## src/rtl/cdb_result_arbiter.sv

```systemverilog
// cdb_result_arbiter: round-robin arbiter selecting one of 8 result sources onto the registered CDB broadcast
// Ports:
//   clk, rst_n      clock, asynchronous active-low reset
//   req_valid_i[8]  per-source result pending
//   req_ack_o[8]    one-hot accept for the granted source (comb)
//   mux_sel_o[3]    select for the external 8:1 result mux (comb)
//   mux_out_i       data returned by the external mux for mux_sel_o
//   cdb_valid_o, cdb_src_o, cdb_data_o  registered broadcast
//   cdb_ready_i     consumer accepts the broadcast this cycle
//   bcast_cnt_o     saturating count of completed broadcasts
module cdb_result_arbiter #(
  parameter int unsigned DATA_W = 32,
  parameter int unsigned CNT_W  = 16
) (
  input  logic              clk,
  input  logic              rst_n,
  input  logic [7:0]        req_valid_i,
  output logic [7:0]        req_ack_o,
  output logic [2:0]        mux_sel_o,
  input  logic [DATA_W-1:0] mux_out_i,
  output logic              cdb_valid_o,
  output logic [2:0]        cdb_src_o,
  output logic [DATA_W-1:0] cdb_data_o,
  input  logic              cdb_ready_i,
  output logic [CNT_W-1:0]  bcast_cnt_o
);
  logic [2:0]        ptr_q, ptr_d, win, idx;
  logic              found, slot_free, grant;
  logic              valid_q, valid_d;
  logic [2:0]        src_q, src_d;
  logic [DATA_W-1:0] data_q, data_d;
  logic [CNT_W-1:0]  cnt_q, cnt_d;
  // first requester at or after ptr, wrapping modulo 8
  always_comb begin
    win = ptr_q;
    idx = ptr_q;
    found = 1'b0;
    for (int k = 0; k < 8; k++) begin
      idx = ptr_q + 3'(k);
      if (!found && req_valid_i[idx]) begin
        win = idx;
        found = 1'b1;
      end
    end
  end
  assign slot_free = !valid_q || cdb_ready_i;
  // rst_n gating keeps req_ack low for the whole reset, not just after the first edge
  assign grant     = rst_n && slot_free && |req_valid_i;
  assign req_ack_o = grant ? 8'b1 << win : 8'h00;
  assign mux_sel_o = grant ? win : ptr_q;
  assign valid_d   = grant ? 1'b1 : slot_free ? 1'b0 : valid_q;
  assign src_d     = grant ? win : src_q;
  assign data_d    = grant ? mux_out_i : data_q;
  assign ptr_d     = grant ? win + 3'd1 : ptr_q;
  assign cnt_d     = (valid_q && cdb_ready_i && !(&cnt_q)) ? cnt_q + CNT_W'(1) : cnt_q;
  always_ff @(posedge clk or negedge rst_n) begin
    if (!rst_n) begin
      ptr_q   <= '0;
      valid_q <= 1'b0;
      src_q   <= '0;
      data_q  <= '0;
      cnt_q   <= '0;
    end else begin
      ptr_q   <= ptr_d;
      valid_q <= valid_d;
      src_q   <= src_d;
      data_q  <= data_d;
      cnt_q   <= cnt_d;
    end
  end
  assign cdb_valid_o = valid_q;
  assign cdb_src_o   = src_q;
  assign cdb_data_o  = data_q;
  assign bcast_cnt_o = cnt_q;
endmodule

```

## config.mk

```make
export PLATFORM = sky130hd
export DESIGN_NAME = cdb_result_arbiter
export DESIGN_NICKNAME = d
export VERILOG_FILES = /design/src/rtl/cdb_result_arbiter.sv
export SDC_FILE = /design/constraint.sdc
export NUM_CORES = 1
export LEC_CHECK = 0
export CORE_MARGIN = 1
export CORE_UTILIZATION = 47
export CTS_CLUSTER_SIZE = 30
export DETAILED_ROUTE_END_ITERATION = 16
export GPL_TIMING_DRIVEN = 0
export HOLD_SLACK_MARGIN = 0.06
export PLACE_DENSITY_LB_ADDON = 0.05
export SLEW_MARGIN = 5
export SYNTH_ARGS = -nofsm -noshare
export SYNTH_HDL_FRONTEND = slang
export SYNTH_SLANG_ARGS = --single-unit
```

## constraint.sdc

```tcl
create_clock -name clk -period 5.55 [get_ports clk]
set_input_delay 1.11 -clock clk [delete_from_list [all_inputs] [get_ports clk]]
set_output_delay 1.11 -clock clk [all_outputs]
set_load 0.005 [all_outputs]
```

==> summary.txt, run 1 <==
Flow run
  • Maxcap violations: 0

Clock network
  • Clk_lat worst skew: between 0.3 and 0.4 ns
  • Clk sinks: between 50 and 60
  • CTS root buf: clkbuf_8
  • Cts bufs inserted: 5
  • CTS tree: yes
  • Hold buffers post-CTS: 0
  • Htree depth: 2
  • Worst-case clock buffer depth: 2
  • Clk pin slew, worst setup/hold paths: 0.10 ns

Pwr
  • Leak Pwr: about 2.1 nW
  • Power, Total: about 0.0025 W
  • Pwr Density: between 500 and 600 mW/mm^2
  • Peak supply drop: roughly 0.00033 V

Timing
  • RSZ-0062 raised after global routing: false
  • Period utilization: between 90% and 100%
  • Final setup fails: 0
  • Final hold vios: 0
  • FMAX: between 150 and 200 MHz
  • Worst slew pin tran: between 0.7 and 0.8 ns
  • Min cycle time layout: roughly 5.4 ns
  • Final worst hold slack: a little under 0.5 ns
  • Max-slew violation count: 0
  • Slew HR: 48.79%
  • Final Skew: 0.008178 ns

Cells and area
  • Design area: about 0.0048 mm^2
  • Inserted Diodes: 0
  • Most frequent cells in the layout: nand2_1 (122), clkdlybuf4s50_1 (99), dfrtp_1 (55)
  • Syn-to-layout area delta: 42.88%
  • FILL cells: ~570
  • Nets: roughly 520
  • Share of layout cells above drive strength 1: a little over an eighth
  • Commonest non-fill, non-tap cell in the layout: nand2_1

Place
  • Hpwl dp: around 6.2 mm
  • Placed inst area: between 0.004 and 0.005 mm^2
  • RD Place Congestion: roughly 0.85
  • Port Buffers: around 110

Synthesis
  • Seq/Total Area, Yosys: a little over 40%
  • Post-synth ARST share: 100.0%
  • Area of the mapped netlist: 0.003332 mm^2
  • Primary FF master, synth: dfrtp_1
  • Post-Synthesis Cells: between 300 and 400
  • Yosys warns: 0
  • Synth Area per Inst: ~9.5 um^2
  • Top cells by area, synth: dfrtp_1 (41%), nand2_1 (14%), mux4_2 (7.4%)
  • Post-synth EDFFs: 0
  • #FFs+latches synth: between 50 and 60
  • Synth area leader: dfrtp_1
  • Synth cell types: 57
  • Yosys top cell area share: about two fifths
  • Post-Syn Nets: 402

Hold path
  • Hold/Removal Path Class: flop to flop

Global route
  • Vias in the first global route: roughly 2800
  • Total grt overflow: 0
  • Initial antenna violation count: 0
  • GRT Util Overall: ~22%
  • Largest net degree at the start of global routing: 36
  • First-pass GRT wire length: 13.12 mm

Detailed routing
  • Drt pass-1 iters: 4
  • Iteration-0 DRC count of the detailed router: 170
  • Drt wl/cell: around 15 um
  • Via/cell ratio: between 5 and 6
  • Vias: just under 3000
  • DRC Markers: 0
  • WL final: 8.224 mm
  • Routed Antenna Nets: 0

Outcome
  • Status: finished clean

Die
  • Die Y: 86.20 um
  • Die area: approximately 0.0074 mm^2
  • Row count: 30
  • Die X: around 86 um
  • Core box area: 0.006832 mm^2
  • Starting Density: between 40% and 50%
  • I/O pin total: approximately 110

Setup path
  • Worst Path Max Fanout: 7
  • Startpoint Class: input port
  • Worst Setup End Kind: output port
  • CP Data Required Time: 4.44 ns
  • CP arrival: about 4.3 ns
  • Crit Path Class: input port to output port
-- cells in the mapped netlist (4+ instances only) --
cell      count
nand2b_1      4
mux2i_1       9
ha_1          8
and2_1        4
xor2_1        5
nand4_1       4
nor2b_1       4
mux4_2       11
o21ai_0       5
dfrtp_1      55
nand2_1     122
clkbuf_1      7
inv_1         6
nor2_1       12
nand3_1      10
o21ai_1       4
xnor2_1      14
mux2_2        4
a21oi_1       5
-- logic make-up (layout without fill, tap and decap cells) --
group	Yosys count	after routing	share of synthesized area, %
flops	55	55	41.31
compound gates	34	34	7.511
fa+ha+maj	8	8	3.004
simple gates	177	177	23.36
mux	31	31	14.80
buf+inv	25	145	4.056
xor+xnor	21	21	5.971
-- metrics by stage --
| stage | util (%) | setup slack, ns | TNS [ns] | std cells |
|---|---|---|---|---|
| after floorplan | - | 1.165 | 0 | 351 |
| after global placement | 65.92 | -0.9159 | -6.837 | 552 |
| after detailed placement | 66.14 | -0.01648 | -0.01648 | 553 |
| after CTS | 67.97 | 0.04878 | 0 | 561 |
| after global routing | 69.69 | 0.01053 | 0 | 567 |
| final | 69.69 | 0.1599 | 0 | 567 |
-- critical path: stages --
cell	delay, ns
clkdlybuf4s50_1	0.58
mux2i_1	0.14
mux4_2	0.51
a32oi_4	0.37
nor3_4	0.10
a22oi_2	0.22
xnor2_2	0.18
inv_1	0.11
ha_1	0.21
ha_1	0.17
and2_1	0.13
clkdlybuf4s50_1	0.44
-- worst paths after layout --
path	end	slack, ns	start	cells after the start
hold reg to reg	cdb_data_o[27]$_DFFE_PN0P_	0.48	cdb_data_o[27]$_DFFE_PN0P_	2
hold / removal	cdb_data_o[27]$_DFFE_PN0P_	0.48	cdb_data_o[27]$_DFFE_PN0P_	2
min in group asynchronous	cdb_data_o[21]$_DFFE_PN0P_	0.80	rst_n	1
max in group asynchronous	bcast_cnt_o[5]$_DFFE_PN0P_	4.16	rst_n	2
setup / recovery	req_ack_o[7]	0.16	req_valid_i[6]	12
setup reg to reg	ptr_q[2]$_DFFE_PN0P_	1.86	ptr_q[1]$_DFFE_PN0P_	16
-- what timing repair did --
item                                    CTS  global route
gates resized for setup                   4            18
endpoints found under the setup margin    3             8
buffers inserted                          0             6
pin swaps                                 0             4
cloned                                    0             0
-- per-layer routing --
metal | vias up | share of wire, % | GRT usage (%)
li1 | 1433 | - | -
met1 | 1387 | 43 | 29.01
met2 | 92 | 49 | 36.94
met3 | 16 | 6.3 | 5.143
met4 | 0 | 2.0 | 8.030
met5 | - | 0 | 0
-- sequential cells by signal, indices dropped and copies added, names as in the netlist --
register     count
cdb_src_o        3
bcast_cnt_o     16
ptr_q            3
cdb_data_o      32
cdb_valid_o      1
-- power by group --
part           internal, W  switching (W)  leakage, nW  total, W
Sequential        0.000475      0.0000564        0.691  0.000532
Clock            0.0000915       0.000141       0.0461  0.000232
Combinational     0.000885       0.000864         1.41   0.00175
-- final cells by class --
class	instances	area, um^2	share of cell area [%]
plain buffers	16	107.6	2.260
clock inverters	3	23.77	0.4993
multi-input cells	271	1904	40.00
clock buffers	5	68.82	1.445
well taps	96	120.1	2.523
repair buffers	112	1124	23.60
flip-flops and latches	55	1376	28.91
inverters	9	36.28	0.7622
Power figures use the tool's default switching activity.
==> inputs of run 2 (changes only) <==
- ABC_AREA: unset -> 1
- CORE_MARGIN: 1 -> 4
- CORE_UTILIZATION: 47 -> 45
- SETUP_SLACK_MARGIN: unset -> 0.1
==> summary.txt, run 2 <==
Outcome
  • Status: finished clean (unchanged)

Synthesis
  • Post-synth ARST share: 100.0% (unchanged)
  • Post-synth top cells: nand2_1 (196), dfrtp_1 (55), nand3_1 (33) (was nand2_1 (122), dfrtp_1 (55), xnor2_1 (14))
  • Post-Synthesis Cells: 405 (was 351)
  • Seq/Total Area, Yosys: 45.40% (was 41.31%)
  • Area of the mapped netlist: 0.003032 mm^2 (was 0.003332 mm^2)
  • #FFs+latches synth: 55 (unchanged)
  • Post-synth EDFFs: 0 (unchanged)
  • Synth area leader: dfrtp_1 (unchanged)
  • Primary FF master, synth: dfrtp_1 (unchanged)
  • Synth Area per Inst: 7.486 um^2 (was 9.493 um^2)
  • Yosys warns: 0 (unchanged)
  • Cell with the most instances after synthesis: nand2_1 (unchanged)
  • Post-Syn Nets: 456 (was 402)
  • Yosys top cell area share: 45.40% (was 41.31%)
  • Top cells by area, synth: dfrtp_1 (45%), nand2_1 (24%), nand3_1 (5.4%) (was dfrtp_1 (41%), nand2_1 (14%), mux4_2 (7.4%))
  • Synth cell types: 30 (was 57)

Place
  • Dpl cells: 588 (was 553)
  • Hpwl dp: 6.051 mm (was 6.243 mm)
  • RD Place Congestion: 0.8596 (was 0.8467)
  • Pre-CTS WS: 0.4737 ns (was -0.01648 ns)
  • Port Buffers: 105 (unchanged)

Timing
  • FMAX: 196.1 MHz (was 185.5 MHz)
  • Period utilization: 91.89% (was 97.12%)
  • Min cycle time layout: 5.100 ns (was 5.390 ns)
  • Final hold vios: 0 (unchanged)
  • Max-slew violation count: 0 (unchanged)
  • Slew HR: 67.31% (was 48.79%)
  • Final setup fails: 0 (unchanged)
  • Worst slew pin tran: 0.4904 ns (was 0.7611 ns)
  • Final Skew: 0.01054 ns (was 0.008178 ns)
  • Worst setup slack after layout: 0.4499 ns (was 0.1599 ns)
  • RSZ-0062 raised after global routing: false (unchanged)

Setup path
  • Worst Setup End Kind: output port (unchanged)
  • Worst Path Max Fanout: 6 (was 7)
  • Crit Path Class: input port to output port (unchanged)
  • Startpoint Class: input port (unchanged)
  • CP arrival: 3.99 ns (was 4.28 ns)
  • Reg2Reg Depth: 18 (was 16)
  • CP Data Required Time: 4.44 ns (about the same)

Flow run
  • Maxcap violations: 0 (unchanged)

Clock network
  • Post-CTS Setup Inserts: 0 (unchanged)
  • Clk_lat worst skew: 0.31 ns (about the same)
  • CTS tree: yes (unchanged)
  • Htree depth: 2 (unchanged)
  • CTS root buf: clkbuf_8 (unchanged)
  • Clk pin slew, worst setup/hold paths: 0.10 ns (about the same)
  • Hold buffers post-CTS: 0 (unchanged)
  • Worst-case clock buffer depth: 2 (unchanged)
  • Cts bufs inserted: 5 (unchanged)
  • Post-CTS sizing: 0 (was 4)
  • Clk sinks: 55 (unchanged)

Cells and area
  • Share of layout cells above drive strength 1: 6.757% (was 13.16%)
  • Largest register FFs: 32 (unchanged)
  • Most frequent cells in the layout: nand2_1 (196), clkdlybuf4s50_1 (104), dfrtp_1 (55) (was nand2_1 (122), clkdlybuf4s50_1 (99), dfrtp_1 (55))
  • Non-Filler Instances: 595 (was 567)
  • Nets: 569 (was 521)
  • Inserted Diodes: 0 (unchanged)
  • Final Core Density: 66.25% (was 69.69%)
  • Commonest non-fill, non-tap cell in the layout: nand2_1 (unchanged)
  • Syn-to-layout area delta: 41.15% (was 42.88%)

Detailed routing
  • Vias: 2891 (was 2928)
  • Drt wl/cell: 13.07 um (was 14.50 um)
  • Via/cell ratio: 4.859 (was 5.164)
  • Routed Antenna Nets: 0 (unchanged)
  • WL final: 7.777 mm (was 8.224 mm)
  • DRC Markers: 0 (unchanged)
  • Iteration-0 DRC count of the detailed router: 90 (was 170)
  • Drt pass-1 iters: 4 (unchanged)

Pwr
  • Pwr Density: 496.7 mW/mm^2 (was 528.0 mW/mm^2)
  • Sequential share of power: 25.4% (was 21.1%)
  • Clock network power share: 10.6% (was 9.2%)
  • Cell Int Power: 0.001132 W (was 0.001452 W)
  • Peak supply drop: 0.0001689 V (was 0.0003259 V)
  • Psw: 0.0009937 W (was 0.001062 W)
  • Sw Share: 46.75% (was 42.23%)
  • Leak Pwr: 2.124 nW (was 2.150 nW)
  • Comb pwr share: 64.1% (was 69.6%)

Global route
  • Largest net degree at the start of global routing: 38 (was 36)
  • Vias in the first global route: 2917 (was 2779)
  • First-pass GRT wire length: 13.20 mm (was 13.12 mm)
  • GRT Util Overall: 19.41% (was 22.40%)
  • Total grt overflow: 0 (unchanged)
  • Initial antenna violation count: 0 (unchanged)

Hold path
  • Hold Path Cell Cnt: 2 (unchanged)
  • Hold/Removal Path Class: flop to flop (unchanged)

Die
  • Die Y: 90.08 um (was 86.20 um)
  • Core box area: 0.006459 mm^2 (was 0.006832 mm^2)
  • I/O pin total: 106 (unchanged)
  • Die X: 90.08 um (was 86.20 um)
  • Row count: 29 (was 30)
  • Starting Density: 46.94% (was 48.77%)
  • Die area: 0.008114 mm^2 (was 0.007430 mm^2)
run 2: cell families after synthesis:
| logic type | count (synthesis) | share of synthesized area, % |
|---|---|---|
| flops | 55 | 45.40 |
| xor+xnor | 19 | 5.737 |
| simple gates | 272 | 37.93 |
| fa+ha+maj | 8 | 3.302 |
| compound gates | 15 | 2.724 |
| buf+inv | 36 | 4.912 |
run 2: cell type report:
type	count	area, um^2
inverters	25	93.84
clock inverters	2	16.27
multi-input cells	314	1506
plain buffers	11	55.05
well taps	77	96.34
flip-flops and latches	55	1376
fillers	566	2180
repair buffers	106	1066
clock buffers	5	68.82
run 2: power by group through the flow:
stage / logic (W) / registers [W] / clock network (W)
6_report: 0.00136 / 0.000539 / 0.000225
4_1_cts: 0.00137 / 0.000539 / 0.000231
3_3_place_gp: 0.00133 / 0.000543 / 0
2_1_floorplan: 0.000883 / 0.000542 / 0
3_5_place_dp: 0.00137 / 0.000545 / 0
5_1_grt: 0.00153 / 0.000550 / 0.000249
run 2: path summary, 6_finish.rpt:
path | startpoint | endpoint | slack, ns
min reg2reg | cdb_data_o[31]$_DFFE_PN0P_ | cdb_data_o[31]$_DFFE_PN0P_ | 0.48
max reg2reg | ptr_q[1]$_DFFE_PN0P_ | ptr_q[2]$_DFFE_PN0P_ | 2.33
min | cdb_data_o[31]$_DFFE_PN0P_ | cdb_data_o[31]$_DFFE_PN0P_ | 0.48
max | req_valid_i[7] | req_ack_o[7] | 0.45
min in group asynchronous | rst_n | bcast_cnt_o[7]$_DFFE_PN0P_ | 0.73
max in group asynchronous | rst_n | cdb_src_o[1]$_DFFE_PN0P_ | 4.26
run 2: per-layer routing:
metal / share of wire [%] / GRT usage (%) / wire length, um / vias up
met1: 44 / 23.45 / 3388 / 1335
met5: 0 / 0 / 0 / -
met2: 49 / 33.54 / 3843 / 65
li1: - / - / - / 1485
met3: 6.1 / 5.927 / 476 / 6
met4: 0.89 / 5.230 / 69 / 0
run 2: worst max-delay path, stage by stage:
cell	delay (ns)
clkdlybuf4s50_1	0.47
nand2_1	0.12
nand3_1	0.11
nand2_1	0.09
nand2_1	0.06
nand2_2	0.12
nand2_4	0.08
nor2_8	0.11
nand2_2	0.08
nor2_2	0.12
nand2_2	0.10
o21ai_1	0.13
inv_1	0.05
nand2_1	0.05
nand2_1	0.05
nand2_1	0.13
ha_1	0.19
ha_1	0.17
inv_1	0.04
nor2_1	0.09
clkdlybuf4s50_1	0.55
run 2: per-stage QoR:
stage	TNS, ns	total power, W	area [um^2]	hold WS, ns
2_1_floorplan	0	0.001426	3032	0.4724
3_3_place_gp	-10.73	0.001872	4179	0.4598
3_5_place_dp	0	0.001911	4194	0.4642
4_1_cts	0	0.002139	4279	0.4895
5_1_grt	0	0.002327	4279	0.5023
6_report	0	0.002126	4279	0.4843
==> inputs of run 3 (changes only) <==
- CORE_UTILIZATION: 45 -> 55
- DONT_BUFFER_PORTS: unset -> 1
==> summary.txt, run 3 (same netlist as run 2, synthesis figures left out) <==
Outcome
  • Status: finished clean (unchanged)

Detailed routing
  • Routed Antenna Nets: 0 (unchanged)
  • Vias: 2531 (was 2891)
  • Drt pass-1 iters: 5 (was 4)
  • Iteration-0 DRC count of the detailed router: 114 (was 90)
  • DRC Markers: 0 (unchanged)
  • Via/cell ratio: 5.240 (was 4.859)
  • Drt wl/cell: 13.97 um (was 13.07 um)
  • WL final: 6.748 mm (was 7.777 mm)

Setup path
  • CP arrival: 3.45 ns (was 3.99 ns)
  • Worst Setup SP: ptr_q[1]$_DFFE_PN0P_ (was req_valid_i[7])
  • Worst Setup End Kind: output port (unchanged)
  • Worst Path Max Fanout: 9 (was 6)
  • Worst r2r src: ptr_q[1]$_DFFE_PN0P_ (unchanged)
  • Most frequent CP cell: nand2_1 (unchanged)
  • Startpoint Class: flop (was input port)
  • CP Data Required Time: 4.44 ns (about the same)
  • Flop-to-flop setup slack: 2.24 ns (was 2.33 ns)
  • Reg2Reg Depth: 18 (unchanged)
  • Critical Path End: req_ack_o[7] (unchanged)
  • Crit Path Class: flop to output port (was input port to output port)
  • Crit path max-delay cell type: dfrtp_1 (was clkdlybuf4s50_1)
  • CP cell instances: inv_2 -> ha_1 -> inv_1 -> nand3_1 -> nand2_1 -> nand2_1 -> nand2_2 -> nand2_4 -> nor2_8 -> nand2_2 -> nor2_2 -> nand2_2 -> o21ai_1 -> inv_1 -> nand2_1 -> nand2_1 -> nand2_1 -> ha_1 -> ha_1 -> inv_1 -> nor2_1 (was clkdlybuf4s50_1 -> nand2_1 -> nand3_1 -> nand2_1 -> nand2_1 -> nand2_2 -> nand2_4 -> nor2_8 -> nand2_2 -> nor2_2 -> nand2_2 -> o21ai_1 -> inv_1 -> nand2_1 -> nand2_1 -> nand2_1 -> ha_1 -> ha_1 -> inv_1 -> nor2_1 -> clkdlybuf4s50_1)
  • CP max stage delay: 0.50 ns (was 0.55 ns)
  • Worst r2r dst: ptr_q[2]$_DFFE_PN0P_ (unchanged)

Die
  • Die area: 0.006764 mm^2 (was 0.008114 mm^2)
  • Die Y: 82.25 um (was 90.08 um)
  • Core box area: 0.005238 mm^2 (was 0.006459 mm^2)
  • I/O pin total: 106 (unchanged)
  • Starting Density: 57.88% (was 46.94%)
  • Die X: 82.25 um (was 90.08 um)
  • Row count: 26 (was 29)

Cells and area
  • Design area: 0.003212 mm^2 (was 0.004279 mm^2)
  • Nets: 463 (was 569)
  • Largest register FFs: 32 (unchanged)
  • Most frequent cells in the layout: nand2_1 (196), dfrtp_1 (55), nand3_1 (33) (was nand2_1 (196), clkdlybuf4s50_1 (104), dfrtp_1 (55))
  • Final Core Density: 61.32% (was 66.25%)
  • Syn-to-layout area delta: 5.943% (was 41.15%)
  • Inserted Diodes: 0 (unchanged)
  • Non-Filler Instances: 483 (was 595)
  • Share of layout cells above drive strength 1: 8.232% (was 6.757%)
  • Commonest non-fill, non-tap cell in the layout: nand2_1 (unchanged)

Place
  • Dpl cells: 475 (was 588)
  • Pre-CTS WS: 1.363 ns (was 0.4737 ns)
  • Hpwl dp: 5.191 mm (was 6.051 mm)
  • Placed inst area: 0.003119 mm^2 (was 0.004194 mm^2)
  • Port Buffers: 0 (was 105)
  • RD Place Congestion: 0.8417 (was 0.8596)

Global route
  • First-pass GRT wire length: 10.94 mm (was 13.20 mm)
  • Total grt overflow: 0 (unchanged)
  • GRT Util Overall: 21.08% (was 19.41%)
  • Largest net degree at the start of global routing: 57 (was 38)
  • Vias in the first global route: 2387 (was 2917)
  • Initial antenna violation count: 0 (unchanged)

Pwr
  • Leak Pwr: 1.724 nW (was 2.124 nW)
  • Peak supply drop: 0.0002686 V (was 0.0001689 V)
  • Pwr Density: 580.9 mW/mm^2 (was 496.7 mW/mm^2)

Clock network
  • Hold buffers post-CTS: 0 (unchanged)
  • CTS root buf: clkbuf_8 (unchanged)
  • Htree depth: 2 (unchanged)
  • CTS tree: yes (unchanged)
  • Post-CTS sizing: 0 (unchanged)
  • Clk pin slew, worst setup/hold paths: 0.10 ns (about the same)
  • Cts bufs inserted: 5 (unchanged)
  • Post-CTS Setup Inserts: 0 (unchanged)
  • Worst-case clock buffer depth: 2 (unchanged)
  • Clk_lat worst skew: 0.31 ns (about the same)
  • Clk sinks: 55 (unchanged)

Timing
  • Final Skew: 0.01096 ns (was 0.01054 ns)
  • Slew HR: 71.22% (was 67.31%)
  • Final setup fails: 0 (unchanged)
  • Worst setup slack after layout: 0.9920 ns (was 0.4499 ns)
  • Worst slew pin tran: 0.4272 ns (was 0.4904 ns)
  • Final hold vios: 0 (unchanged)
  • FMAX: 219.4 MHz (was 196.1 MHz)
  • Setup Total Neg Slack: 0 ns (unchanged)
  • Max-slew violation count: 0 (unchanged)
  • RSZ-0062 raised after global routing: false (unchanged)
  • Period utilization: 82.13% (was 91.89%)
  • Min cycle time layout: 4.558 ns (was 5.100 ns)

Hold path
  • Hold/Removal Path Class: input port to asynchronous set/reset pin (was flop to flop)

Flow run
  • Maxcap violations: 0 (unchanged)
[run 3: critical path: cells and delay by family (launching register included)]
family	cells	cell delay, ns
simple gates	13	1.28
fa+ha+maj	3	0.76
flops	1	0.50
buf+inv	4	0.47
compound gates	1	0.13
[run 3: cell type report]
type / instances / area [um^2]
fillers: 506 / 2026
multi-input cells: 314 / 1506
flip-flops and latches: 55 / 1376
inverters: 25 / 93.84
well taps: 70 / 87.58
clock buffers: 5 / 68.82
plain buffers: 11 / 55.05
clock inverters: 3 / 23.77
[run 3: worst min path at each step]
stage          slack, ns                          to                  startpoint  cells after the start
2_1_floorplan       0.47   cdb_data_o[0]$_DFFE_PN0P_   cdb_data_o[0]$_DFFE_PN0P_                      2
6_report            0.49  cdb_data_o[13]$_DFFE_PN0P_                       rst_n                      0
5_1_grt             0.46  cdb_data_o[25]$_DFFE_PN0P_                       rst_n                      0
4_1_cts             0.47  cdb_data_o[20]$_DFFE_PN0P_                       rst_n                      0
3_3_place_gp        0.49   cdb_data_o[2]$_DFFE_PN0P_   cdb_data_o[2]$_DFFE_PN0P_                      2
3_5_place_dp        0.50  cdb_data_o[31]$_DFFE_PN0P_  cdb_data_o[31]$_DFFE_PN0P_                      2
[run 3: stage by stage]
step	hold WS (ns)	total power (W)
final	0.4857	0.001866
after detailed placement	0.4960	0.001643
after global placement	0.4909	0.001620
after floorplan	0.4724	0.001426
after global routing	0.4567	0.002083
after CTS	0.4732	0.001876
[run 3: layer usage]
layer / track usage, % / part of all wire, %
met1: 27.49 / 43
met2: 33.01 / 47
met3: 7.592 / 9.1
met4: 6.146 / 1.2
met5: 0 / 0
[run 3: where the power goes]
group	internal (W)	total (W)	switching (W)
sequential	0.000476	0.000556	0.0000800
clock	0.0000913	0.000225	0.000133
combinational	0.000351	0.00109	0.000734
total	0.000919	0.00187	0.000947
